**config.mk**
```make
export PLATFORM = sky130hd
export DESIGN_NAME = conv_row_scheduler
export DESIGN_NICKNAME = d
export VERILOG_FILES = /design/src/rtl/conv_row_scheduler_pkg.sv /design/src/rtl/conv_row_scheduler.sv
export SDC_FILE = /design/constraint.sdc
export NUM_CORES = 1
export LEC_CHECK = 0
export ABC_AREA = 1
export CELL_PAD_IN_SITES_DETAIL_PLACEMENT = 1
export CELL_PAD_IN_SITES_GLOBAL_PLACEMENT = 2
export CORE_MARGIN = 2
export CORE_UTILIZATION = 31
export DETAILED_ROUTE_END_ITERATION = 8
export MAX_ROUTING_LAYER = met4
export PLACE_DENSITY_LB_ADDON = 0.08
export SYNTH_ARGS = -nofsm -noshare
export SYNTH_HDL_FRONTEND = slang
export SYNTH_SLANG_ARGS = --single-unit
```
**constraint.sdc**
```tcl
create_clock -name clk_i -period 3.9 [get_ports clk_i]
set_input_delay 0.585 -clock clk_i [delete_from_list [all_inputs] [get_ports clk_i]]
set_output_delay 0.585 -clock clk_i [all_outputs]
set_load 0.01 [all_outputs]
```
**src/rtl/conv_row_scheduler_pkg.sv**
```systemverilog
// conv_row_scheduler_pkg: shared pointer width, array geometry and scheduler state encoding
package conv_row_scheduler_pkg;
  localparam int PTR_WIDTH = 8;
  localparam int MAX_K_R = 7;
  localparam int MATRIX_A_ROW = 4;
  localparam int MATRIX_B_COL = 4;
  typedef enum logic [2:0] {
    S_IDLE    = 3'd0,
    S_WAIT_IB = 3'd1,
    S_START   = 3'd2,
    S_RUN     = 3'd3,
    S_DRAIN   = 3'd4,
    S_DONE    = 3'd5
  } sched_state_t;
endpackage

```
**src/rtl/conv_row_scheduler.sv**
```systemverilog
// conv_row_scheduler: per-frame row sequencer between command logic and the ARR/input-buffer pair
module conv_row_scheduler
  import conv_row_scheduler_pkg::*;
#(
  parameter int DRAIN_CYCLES  = MATRIX_A_ROW + MATRIX_B_COL,
  parameter int START_TIMEOUT = 16
) (
  input  logic                 clk_i,
  input  logic                 rst_async_n_i,
  input  logic                 frame_start_i,
  input  logic                 abort_i,
  input  logic [PTR_WIDTH-1:0] cfg_img_w_i,
  input  logic [PTR_WIDTH-1:0] cfg_img_h_i,
  input  logic [3:0]           cfg_kernel_r_i,
  input  logic                 ib_ready_i,
  output logic                 ib_advance_o,
  output logic                 arr_start_o,
  input  logic                 arr_busy_i,
  input  logic                 arr_row_done_i,
  output logic [PTR_WIDTH-1:0] arr_cfg_img_w_o,
  output logic [3:0]           arr_cfg_kernel_r_o,
  output logic [PTR_WIDTH-1:0] row_idx_o,
  output logic                 busy_o,
  output logic                 frame_done_o,
  output logic                 err_o
);
  localparam int CNT_MAX = DRAIN_CYCLES > START_TIMEOUT ? DRAIN_CYCLES : START_TIMEOUT;
  localparam int CNT_W = $clog2(CNT_MAX + 1);
  sched_state_t state;
  logic [PTR_WIDTH-1:0] out_h, row_idx, cfg_w, k_ext;
  logic [3:0] cfg_k;
  logic [CNT_W-1:0] cnt;
  logic err_q, adv_q, illegal, last_row;
  assign k_ext = PTR_WIDTH'(cfg_kernel_r_i);
  assign illegal = (cfg_kernel_r_i == 4'd0) || (cfg_kernel_r_i > 4'(MAX_K_R)) ||
                   (cfg_img_w_i < k_ext) || (cfg_img_h_i < k_ext);
  assign last_row = row_idx == out_h - PTR_WIDTH'(1);
  // One counter serves both the START timeout and the DRAIN flush; the states never overlap.
  always_ff @(posedge clk_i or negedge rst_async_n_i) begin
    if (!rst_async_n_i) begin
      state   <= S_IDLE;
      out_h   <= '0;
      row_idx <= '0;
      cfg_w   <= '0;
      cfg_k   <= '0;
      cnt     <= '0;
      err_q   <= 1'b0;
      adv_q   <= 1'b0;
    end else begin
      err_q <= 1'b0;
      adv_q <= 1'b0;
      if (abort_i) begin
        state   <= S_IDLE;
        row_idx <= '0;
        cnt     <= '0;
      end else begin
        case (state)
          S_IDLE: if (frame_start_i) begin
            if (illegal) err_q <= 1'b1;
            else begin
              state   <= S_WAIT_IB;
              row_idx <= '0;
              cfg_w   <= cfg_img_w_i;
              cfg_k   <= cfg_kernel_r_i;
              out_h   <= cfg_img_h_i - k_ext + PTR_WIDTH'(1);
            end
          end
          S_WAIT_IB: if (ib_ready_i) begin
            state <= S_START;
            cnt   <= '0;
          end
          S_START: begin
            if (arr_busy_i) state <= S_RUN;
            else if (cnt == CNT_W'(START_TIMEOUT - 1)) begin
              state <= S_IDLE;
              err_q <= 1'b1;
            end else cnt <= cnt + CNT_W'(1);
          end
          S_RUN: if (arr_row_done_i) begin
            if (last_row) begin
              state <= S_DRAIN;
              cnt   <= '0;
            end else begin
              state   <= S_WAIT_IB;
              adv_q   <= 1'b1;
              row_idx <= row_idx + PTR_WIDTH'(1);
            end
          end
          S_DRAIN: begin
            if (cnt == CNT_W'(DRAIN_CYCLES - 1)) state <= S_DONE;
            else cnt <= cnt + CNT_W'(1);
          end
          S_DONE: state <= S_IDLE;
          default: state <= S_IDLE;
        endcase
      end
    end
  end
  assign ib_advance_o       = adv_q;
  assign arr_start_o        = state == S_START;
  assign arr_cfg_img_w_o    = cfg_w;
  assign arr_cfg_kernel_r_o = cfg_k;
  assign row_idx_o          = row_idx;
  assign busy_o             = state != S_IDLE;
  assign frame_done_o       = state == S_DONE;
  assign err_o              = err_q;
endmodule

```
Yosys cells after proc, flatten, opt, wreduce, memory -nomap -nowiden
Cells that the tools add are included.
{"block": "word_totals", "latchBits": 0, "wordCells": 83, "ff_bits": 38, "mem_bits_rw": 0, "mem_bits_ro": 0, "mem_count": 0, "out_inout_bits": 25}
{"block": "op_classes", "muxes": 34, "reduce_logical": 12, "n_addsub": 5, "magnitude_cmp": 3, "n_eq_ne": 19, "mul": 0, "bitwise_logic": 2, "n_div": 0, "shift": 0}
{"cell": "8-bit 2-to-1 mux", "count": 5}
{"cell": "5-bit 2-to-1 mux", "count": 7}
{"cell": "3-bit inequality test (second input constant)", "count": 10}
{"cell": "3-bit 2-to-1 mux", "count": 9}
{"cell": "5-bit case mux with 4 select lines", "count": 1}
{"cell": "8-bit by 1-bit adder with 8-bit output (second input constant)", "count": 2}
{"cell": "8-bit by 4-bit less-than comparator with 1-bit output", "count": 2}
{"cell": "8-bit case mux with 2 select lines", "count": 1}
{"cell": "3-bit case mux with 5 select lines", "count": 1}
{"cell": "1-bit 2-to-1 mux", "count": 9}
{"cell": "8-bit equality test", "count": 1}
{"cell": "8-bit by 1-bit subtractor with 8-bit output (second input constant)", "count": 1}
{"cell": "8-bit by 4-bit subtractor with 8-bit output", "count": 1}
{"cell": "7-bit AND reduction", "count": 1}
{"cell": "3-bit by 2-bit equality test with 1-bit output (second input constant)", "count": 2}
{"cell": "3-bit equality test (second input constant)", "count": 2}
{"cell": "6-bit AND reduction", "count": 1}
{"cell": "3-bit nonzero test", "count": 2}
{"cell": "5-bit by 1-bit adder with 5-bit output (second input constant)", "count": 1}
{"cell": "5-bit by 3-bit equality test with 1-bit output (second input constant)", "count": 1}
{"cell": "5-bit by 4-bit equality test with 1-bit output (second input constant)", "count": 1}
{"cell": "5-bit AND reduction", "count": 1}
{"cell": "5-bit nonzero test", "count": 1}
{"cell": "4-bit by 3-bit > comparator with 1-bit output (second input constant)", "count": 1}
{"cell": "8 further kinds", "count": 11}

Depth between registers and ports, before layout
Gate-level depths: netlist (run 1).
{"block": "depth", "ltp_word": 8, "depth_mapped": 16}

Worst setup path after synthesis (run 1)
No wires, ideal clock.
{"block": "synth_timing", "path_kind": "input to register", "start": "input cfg_img_h_i[1]", "end": "register out_h[7]", "path_buffers": 0, "setup_ns": 0.129, "slack_ns": 1.674, "path_stages": 12, "arrival_time_ns": 2.097, "path_cell_list": "inv_1 ha_1 inv_1 ha_1 fa_1 nand3_1 nand2_1 inv_1 o21ai_0 a21oi_1 xnor2_1 o21ai_0"}
{"block": "synth_between", "elab_chain_cells": 4}
{"item": "from (decl)", "line": "conv_row_scheduler.sv:13", "text": "input logic [PTR_WIDTH-1:0] cfg_img_h_i,"}
{"item": "parallel branches: the longest is 4 deep, another holds 8-bit by 4-bit subtractor with 8-bit output"}
{"item": "to (signal assigned)", "line": "conv_row_scheduler.sv:65", "text": "out_h <= cfg_img_h_i - k_ext + PTR_WIDTH'(1);"}
{"item": "to (decl)", "line": "conv_row_scheduler.sv:30", "text": "logic [PTR_WIDTH-1:0] out_h, row_idx, cfg_w, k_ext;"}
Several ways; the timed one is not identified.
A chain may end at the register's enable or synchronous reset.

Worst setup path in the final report (run 1)
{"block": "layout_timing", "start": "input cfg_kernel_r_i[2]", "end": "register out_h[1]"}
{"block": "layout_between", "elab_chain_cells": 6}
{"item": "from (decl)", "line": "conv_row_scheduler.sv:14", "text": "input logic [3:0] cfg_kernel_r_i,"}
{"item": "parallel branches: the longest is 3 deep, another holds 8-bit by 4-bit less-than comparator with 1-bit output"}
{"item": "1-bit logical OR (*)", "line": "conv_row_scheduler.sv:36", "text": "(cfg_img_w_i < k_ext) || (cfg_img_h_i < k_ext);"}
{"item": "1-bit inverter (no line) (*)"}
{"item": "4-bit AND reduction (no line) (*)"}
Every way passes the cells marked *.

==> impl_results.md, run 1 <==
- TNS Setup: 0 ns
- Starting Density: 32.2%
- FF-to-FF End: row_idx_o[0]$_DFFE_PN0P_
- Final Cycle Share: 70.2%
- Share of power burned in the clock network: 23.2%
- Critical path arrival: 2.96 ns
- Core Box Area: 0.00830 mm^2
- Cell Area, Synth: 0.00267 mm^2
- CTS sink cnt: 38
- CTS Root Cell: clkbuf_8
- Number of library cell types mapped by synthesis: 28
- Hold Buf Count CTS: 0
- Setup bufs post-CTS: 0
- Delay-heaviest family, CP: buffers and inverters
- Port Buffer Count: 51
- DRC: 0
- Die Y: 96.9 um
- Worst Path Max Fanout: 28
- Crit-path cells: clkdlybuf4s50_1 -> inv_1 -> ha_1 -> nand2_1 -> inv_1 -> nand2_1 -> nand2_1 -> nand2_1 -> nand2_1 -> nand3_1 -> inv_1 -> nand3_2 -> inv_2 -> nand2_1 -> o21ai_1
- Die area: 0.00938 mm^2
- CTS buffer count: 5
- Register bit total from synthesis: 38
- Slowest CP cell: clkdlybuf4s50_1
- Antenna Nets Post-Route: 0
- Reg2reg setup slack: 1.85 ns
- DP Wirelength: 5560 um
- Largest net degree at the start of global routing: 39
- GR Overflow Total: 0
- Slew Limit Fails: 0
- Number of synthesized flops with an enable pin: 0
- Startpoint types: input pin
- Critical Path RT: 4.12 ns
- Length in cells of the worst reg-to-reg path: 15
- Max Cap Viol: 0
- Rows: 33
- Yosys top cell by area: dfrtp_1
- Initial antenna violation count: 0
- WS Path Type: input pin to flip-flop
- Synth warnings: 0
- Layout cells sized above 1: 7.04%
- FMAX: 0.365 GHz
- Cell area power density: 523 mW/mm^2
- DR vias: 2479
- Status: completed
- Worst r2r src: out_h[0]$_DFFE_PN0P_
- First-pass GRT wire length: 12200 um
- Pre-antenna DRT Iters: 4
- Crit-path max cell delay: 0.45 ns
- ANT cells: 0
- Switching share of power: 38.8%
- Least-Margin Pin Slew: 0.898 ns
- DR vias/cell: 4.67
- Total track usage: 16.0%
- Routed WL: 6980 um
- Worst min path class: input pin to async pin
- Clk_lat worst skew: 0.30 ns
- Combinational share of power: 43.4%
- Lkg Pwr: 1.72 nW
- Synthesized area per cell: 7.20 um^2
- Buffers plus inverters on the worst setup path: 5
- Filler cells: 1045
- CTS tree: done
- Gpl congestion: 0.803
- Ys async rst share: 100%
- Syn Nets: 422
- Top cells by count, synth: 116 x nand2_1, 47 x inv_1, 38 x dfrtp_1
- Fin nets: 476
- Max clock buf depth: 2
- # resized after CTS: 0
- IO Pins: 52
- Placed Cells incl. Taps: 523
- Final Setup Violations: 0
- Ranking of synthesized cells by area: dfrtp_1 36%, nand2_1 16%, ha_1 10%, inv_1 6.6%, nand3_1 4.7%
- Final hold vios: 0
- Peak VDD IR: 0.162 mV
- Most frequent cell after synthesis: nand2_1
- DR iter-0 viols: 60
- Net switching power: 695 uW
- Synth top area share: 35.6%
- Vias in the first global route: 2602
- P_int: 1.10 mW
- Wire per inst: 13.1 um
- H-tree Lvls: 2
- Main synth FF type: dfrtp_1
- Unrepaired setup endpoints after global routing: false
- Slew HR: 40.1%
- Synth-to-layout area growth: 28.2%
- Clk_skew: 0.00982 ns
- Die width: 96.9 um
- Most used cell, CP: nand2_1
- Syn Inst Count: 371
- Register area share after synthesis: 35.6%
- Non-filler cells in the finished layout: 531
- Crit path capture type: flip-flop
- Min Clock Period, post-route: 2.74 ns
- Clk slew on worst S/H paths: 0.09 ns
- Reg power frac: 33.4%
[routing by layer]
layer	routed length (um)	GRT usage, %	part of all wire (%)	vias to the layer above
li1	-	-	-	1280
met5	0	-	0	-
met3	165	2.53	2.4	8
met4	77	3.58	1.1	0
met2	3310	26.3	47	35
met1	3420	20.7	49	1156
[cells by family (layout without fill, tap and decap cells)]
logic type                 count (synthesis)  count (layout)  synth area share, %
DFF                                       38              38                 35.6
and+or+nand+nor                          199             199                 32.1
xor gates and xnor gates                  12              12                 3.93
adders and majority gates                 24              24                 11.8
buffers and inverters                     58             113                 8.33
AOI/OAI and AO/OA                         40              40                 8.29
[worst max path at each step]
stage,to,cells past startpoint,start
2_1_floorplan,out_h[7]$_DFFE_PN0P_,12,cfg_img_h_i[1]
3_3_place_gp,out_h[0]$_DFFE_PN0P_,15,cfg_kernel_r_i[2]
3_5_place_dp,out_h[2]$_DFFE_PN0P_,15,cfg_kernel_r_i[2]
4_1_cts,out_h[2]$_DFFE_PN0P_,15,cfg_kernel_r_i[2]
5_1_grt,out_h[1]$_DFFE_PN0P_,15,cfg_kernel_r_i[2]
6_report,out_h[1]$_DFFE_PN0P_,15,cfg_kernel_r_i[2]
[cell type report]
type                    count  area, um^2  share of cell area [%]
clock inverters             3        68.8                    2.01
well taps                 105         131                    3.83
inverters                  54         203                    5.91
clock buffers               5        68.8                    2.01
repair buffers             51         505                    14.7
flip-flops and latches     38         951                    27.7
multi-input cells         275        1500                    43.7
[state kept, by name, indices dropped and copies added (netlist names)]
name / flops
ib_advance_o: 1
row_idx_o: 8
out_h: 8
cnt: 5
state: 3
arr_cfg_kernel_r_o: 4
err_o: 1
arr_cfg_img_w_o: 8
[power groups by stage]
stage / Combinational [mW] / Sequential, mW / Clock (mW)
after global placement: 0.779 / 0.606 / 0
after CTS: 0.798 / 0.601 / 0.431
after global routing: 0.896 / 0.617 / 0.446
final: 0.779 / 0.598 / 0.416
after floorplan: 0.481 / 0.610 / 0
after detailed placement: 0.792 / 0.605 / 0
[placed cells by master, fill, tap and decap left out]
cell type / synthesis / routed
nand3_2: 1 / 1
bufinv_16: 0 / 2
o2111a_1: 1 / 1
fa_1: 2 / 2
inv_2: 7 / 7
nor3_1: 4 / 4
a31oi_1: 2 / 2
o21ai_0: 19 / 19
xor2_1: 5 / 5
nand2_4: 2 / 2
nand4_1: 6 / 6
a21o_1: 1 / 1
nor3b_1: 2 / 2
or2_1: 1 / 1
inv_1: 47 / 47
buf_2: 4 / 1
a32oi_1: 1 / 1
a21oi_1: 9 / 9
ha_1: 22 / 22
o21bai_1: 1 / 1
nand2_2: 5 / 5
clkdlybuf4s50_1: 0 / 50
nor2_1: 31 / 31
o21ai_1: 5 / 5
clkbuf_8: 0 / 5
xnor2_1: 7 / 7
nand3_1: 25 / 25
nor2_2: 6 / 6
dfrtp_1: 38 / 38
nand2_1: 116 / 116
o221ai_1: 1 / 1
clkinv_4: 0 / 1
[through the flow]
step / power, mW / area [um^2] / setup slack [ns] / utilization (%) / hold slack, ns
finish: 1.79 / 3430 / 1.16 / 41.3 / 0.406
global placement: 1.39 / 3290 / 0.923 / 39.6 / 0.458
CTS: 1.83 / 3430 / 1.10 / 41.3 / 0.436
detailed placement: 1.40 / 3290 / 0.798 / 39.6 / 0.475
global route: 1.96 / 3430 / 0.838 / 41.3 / 0.482
floorplan: 1.09 / 2670 / 1.67 / - / 0.289
(Power assumes the default switching activity.)
==> inputs of run 2 (changes only) <==
Settings changed: CORE_UTILIZATION 31 to 26.
Clock period 3.9 ns to 2.3 ns, I/O delays scaled along.
==> impl_results.md, run 2 (synthesis results as in run 1) <==
- Status: completed
- Final hold vios: 0
- Critical Path RT: 2.48 ns
- Startpoint types: input pin
- Peak VDD IR: 0.331 mV
- Min Clock Period, post-route: 2.13 ns
- Crit path capture type: flip-flop
- Rows: 37
- Vias in the first global route: 2621
- Least-Margin Pin Slew: 0.516 ns
- Layout cells sized above 1: 16.2%
- Max clock buf depth: 2
- Crit-path cells: clkdlybuf4s50_1 -> inv_1 -> ha_1 -> nand2_1 -> inv_1 -> nand2_1 -> nand2_1 -> nand2_1 -> nand2_2 -> nand3_4 -> nand2_2 -> nand2_1 -> nor2_1 -> buf_4 -> nand2_8 -> nand2_2 -> nand2_1
- DP Wirelength: 5960 um
- Cell area power density: 841 mW/mm^2
- CTS tree: done
- Die Y: 105 um
- DR vias/cell: 4.34
- Final Cycle Share: 92.8%
- Die area: 0.0111 mm^2
- GR Overflow Total: 0
- Worst min path class: input pin to async pin
- Slew HR: 65.6%
- Max Cap Viol: 0
- Buffers plus inverters on the worst setup path: 4
- DR iter-0 viols: 69
- CTS buffer count: 5
- Clk slew on worst S/H paths: 0.09 ns
- Die width: 105 um
- Clk_lat worst skew: 0.30 ns
- Pre-antenna DRT Iters: 4
- Gpl congestion: 0.741
- Worst Path Max Fanout: 6
- Worst r2r src: cnt[0]$_DFFE_PN0P_
- ANT cells: 0
- Critical path arrival: 2.32 ns
- DRC: 0
- Most common cell after layout, fill and taps aside: nand2_1
- WS Path Type: input pin to flip-flop
- Total track usage: 14.2%
- Hold slack final: 0.0898 ns
- Fin nets: 508
- Worst setup startpoint: cfg_kernel_r_i[3]
- CTS Root Cell: clkbuf_8
- Antenna Nets Post-Route: 0
- Slowest CP cell: clkdlybuf4s50_1
- TNS Setup: 0 ns
- Initial antenna violation count: 0
- Slew Limit Fails: 0
- H-tree Lvls: 2
- Synth-to-layout area growth: 40.9%
- Core Box Area: 0.0101 mm^2
- Commonest non-fill, non-tap cells in the layout: 110 x nand2_1, 49 x clkdlybuf4s50_1, 45 x inv_1
- Final Setup Violations: 0
- Lkg Pwr: 1.89 nW
- CTS sink cnt: 38
- Clk_skew: 0.0115 ns
- Port Buffer Count: 51
- FMAX: 0.469 GHz
- DR vias: 2580
- Largest net degree at the start of global routing: 39
- Reg2reg setup slack: 0.31 ns
- Crit-path max cell delay: 0.47 ns
- Wire per inst: 12.4 um
- Most used cell, CP: nand2_1
- Delay-heaviest family, CP: simple AND/OR/NAND/NOR gates
- Routed WL: 7350 um
- First-pass GRT wire length: 12400 um
- IO Pins: 52
- Starting Density: 26.4%
-- run 2: changes by cell type in the layout (fill, tap and decap cells not counted), sizes merged --
cell,change
dlymetal6s2s,+1
buf,+31
clkdlybuf4s50,-1
nand2,+1
-- run 2: report_power, final --
| part | total, mW | switching [mW] | internal, mW |
|---|---|---|---|
| clock | 0.702 | 0.267 | 0.435 |
| combinational | 1.46 | 0.793 | 0.662 |
| sequential | 1.01 | 0.160 | 0.851 |
-- run 2: final cells by class --
cell class	count	area, um^2
Timing Repair Buffer	82	741
Tap cell	136	170
Sequential cell	38	951
Clock inverter	3	68.8
Multi-Input combinational cell	276	1560
Fill cell	1252	6370
Clock buffer	5	68.8
Inverter	54	203
-- run 2: routing by layer --
metal | wire (um) | vias to the layer above | global-route usage [%] | part of all wire [%]
li1 | - | 1351 | - | -
met1 | 3540 | 1185 | 18.2 | 48
met2 | 3530 | 37 | 23.4 | 48
met3 | 198 | 7 | 1.92 | 2.7
met4 | 86 | 0 | 3.71 | 1.2
met5 | 0 | - | - | 0
-- run 2: path summary, 6_finish.rpt --
check                                                          to  cells past startpoint
worst max-delay path                     row_idx_o[0]$_DFFE_PN0P_                     17
worst min-delay path                     row_idx_o[3]$_DFFE_PN0P_                      2
worst max register to register               state[0]$_DFFE_PN0P_                     13
worst min register to register  arr_cfg_kernel_r_o[3]$_DFFE_PN0P_                      2
max in group asynchronous                      cnt[1]$_DFFE_PN0P_                      2
min in group clk_i              arr_cfg_kernel_r_o[3]$_DFFE_PN0P_                      2
-- run 2: stage by stage --
step | std cells | worst slack, ns | util, % | instance area [um^2] | total power, mW
after CTS | 592 | 0.0476 | 36.4 | 3690 | 3.18
after detailed placement | 584 | -0.265 | 35.0 | 3550 | 2.45
after floorplan | 371 | 0.314 | - | 2670 | 1.85
final | 594 | 0.166 | 37.1 | 3770 | 3.17
after global routing | 594 | -0.0164 | 37.1 | 3770 | 3.46
after global placement | 584 | -0.256 | 35.0 | 3550 | 2.43
-- run 2: timing repair --
action	in CTS	in global routing
gates resized for setup	0	16
setup buffers	0	1
endpoints found under the setup margin	0	12
hold buffers	0	0
==> inputs of run 3 (changes only) <==
Settings changed: ABC_CLOCK_PERIOD_IN_PS set to 2300, SETUP_SLACK_MARGIN set to 0.05.
==> impl_results.md, run 3 (synthesis results as in run 1) <==
- GR Overflow Total: 0
- Crit-path cells: clkdlybuf4s50_1 -> inv_2 -> ha_1 -> nand2_1 -> inv_1 -> nand2_1 -> nand2_1 -> nand2_1 -> nand2_2 -> nand3_4 -> nand2_2 -> nand2_1 -> nor2_1 -> buf_4 -> nand2_8 -> nand2_2 -> nand2_1
- ANT cells: 0
- FF-to-FF End: state[0]$_DFFE_PN0P_
- Peak VDD IR: 0.331 mV
- Final Setup Violations: 0
- Lkg Pwr: 1.90 nW
- Commonest non-fill, non-tap cells in the layout: 110 x nand2_1, 48 x clkdlybuf4s50_1, 44 x inv_1
- Max Cap Viol: 0
- Slew Limit Fails: 0
- Dpl ws: -0.265 ns
- Final hold vios: 0
- Core Box Area: 0.0101 mm^2
- Largest net degree at the start of global routing: 39
- Unrepaired setup endpoints after global routing: false
- Vias in the first global route: 2622
- Total track usage: 14.2%
- Global-route met3 utilization: 1.92%
- Antenna Nets Post-Route: 0
- TNS Setup: 0 ns
- Final Cycle Share: 92.9%
- Worst Path Max Fanout: 6
- Critical Path RT: 2.48 ns
- Gpl congestion: 0.741
- Die width: 105 um
- Filler cells: 1248
- Starting Density: 26.4%
- Reg area: 951 um^2
- CTS sink cnt: 38
- Least-Margin Pin Slew: 0.518 ns
- Clk slew on worst S/H paths: 0.09 ns
- CTS Root Cell: clkbuf_8
- Hold Buf Count CTS: 0
- CTS tree: done
- Status: completed
- Most used cell, CP: nand2_1
- IO Pins: 52
- Crit path capture type: flip-flop
- Rows: 37
- Die area: 0.0111 mm^2
- Startpoint types: input pin
- Max clock buf depth: 2
- Port Buffer Count: 51
- CTS buffer count: 5
- Slowest CP cell: clkdlybuf4s50_1
- Min Clock Period, post-route: 2.14 ns
- Final core utilization: 37.4%
- Worst r2r src: cnt[0]$_DFFE_PN0P_
- H-tree Lvls: 2
- Die Y: 105 um
- Slew HR: 65.5%
- WS Path Type: input pin to flip-flop
- Busiest layer in global routing: met2
- Fin nets: 509
- M2 GR Usage: 23.4%
- Worst min path class: input pin to async pin
- DR vias/cell: 4.34
- Clk_skew: 0.0114 ns
- Reg2reg setup slack: 0.31 ns
- Routed WL: 7450 um
- Met1 Use GR: 18.2%
- Pre-antenna DRT Iters: 4
- Clk_lat worst skew: 0.30 ns
- Most common cell after layout, fill and taps aside: nand2_1
- DRC: 0
- Synth-to-layout area growth: 41.9%
- DP Wirelength: 5960 um
- DR iter-0 viols: 70
- Wire per inst: 12.5 um
- Critical path arrival: 2.32 ns
- Multi-input gate area: 0.00158 mm^2
- Crit-path max cell delay: 0.49 ns
- DR vias: 2583
- Cell area power density: 840 mW/mm^2
- Length in cells of the worst reg-to-reg path: 13
- Initial antenna violation count: 0
- Layout cells sized above 1: 17.0%
- Final worst slack: 0.164 ns
- FMAX: 0.468 GHz
- First-pass GRT wire length: 12400 um
==> run 3: changes by cell type in the layout (fill, tap and decap cells not counted), sizes merged <==
cell	delta
clkdlybuf4s50	-1
buf	+1
dlymetal6s2s	+1
==> run 3: per-stage QoR <==
stage / area [um^2] / power [mW] / hold WS [ns] / cells
4_1_cts: 3690 / 3.18 / 0.122 / 592
3_3_place_gp: 3550 / 2.43 / 0.449 / 584
3_5_place_dp: 3550 / 2.45 / 0.450 / 584
2_1_floorplan: 2670 / 1.85 / 0.0494 / 371
6_report: 3790 / 3.18 / 0.0904 / 595
5_1_grt: 3790 / 3.48 / 0.147 / 595
==> run 3: power breakdown <==
group / internal [mW] / switching, mW / total, mW
sequential: 0.851 / 0.159 / 1.01
clock: 0.435 / 0.267 / 0.702
combinational: 0.674 / 0.798 / 1.47
==> run 3: critical path: cells and delay by family <==
kind	cells	cell delay (ns)
adder cells (fa/ha/maj)	1	0.30
buffers and inverters	4	0.79
AND/OR/NAND/NOR	12	0.88
==> run 3: routing by layer <==
| layer | up-vias | share of wire, % |
|---|---|---|
| li1 | 1354 | - |
| met2 | 37 | 48 |
| met4 | 0 | 1.2 |
| met5 | - | 0 |
| met1 | 1185 | 48 |
| met3 | 7 | 2.6 |
==> run 3: worst max path at each step <==
stage	startpoint	endpoint	slack [ns]	depth (start not counted)
5_1_grt	cfg_kernel_r_i[3]	row_idx_o[4]$_DFFE_PN0P_	0.01	17
6_report	cfg_kernel_r_i[3]	row_idx_o[0]$_DFFE_PN0P_	0.16	17
4_1_cts	cfg_img_h_i[1]	out_h[7]$_DFFE_PN0P_	0.08	13
3_3_place_gp	cfg_img_h_i[1]	out_h[7]$_DFFE_PN0P_	-0.26	13
3_5_place_dp	cfg_img_h_i[1]	out_h[7]$_DFFE_PN0P_	-0.26	13
2_1_floorplan	cfg_img_h_i[1]	out_h[7]$_DFFE_PN0P_	0.31	12
==> run 3: final cells by class <==
type,instances,share of cell area [%]
Clock buffer,5,1.82
Multi-Input combinational cell,276,41.7
Tap cell,136,4.49
Clock inverter,3,1.82
Sequential cell,38,25.1
Inverter,54,5.35
Timing Repair Buffer,83,19.8
==> run 3: repair_timing <==
action                                  4_1_cts  5_1_grt
endpoints found under the setup margin        1       16
cloned                                        0        1
pin swaps                                     1       10
resized for setup                             1       20
buffers inserted                              0        2
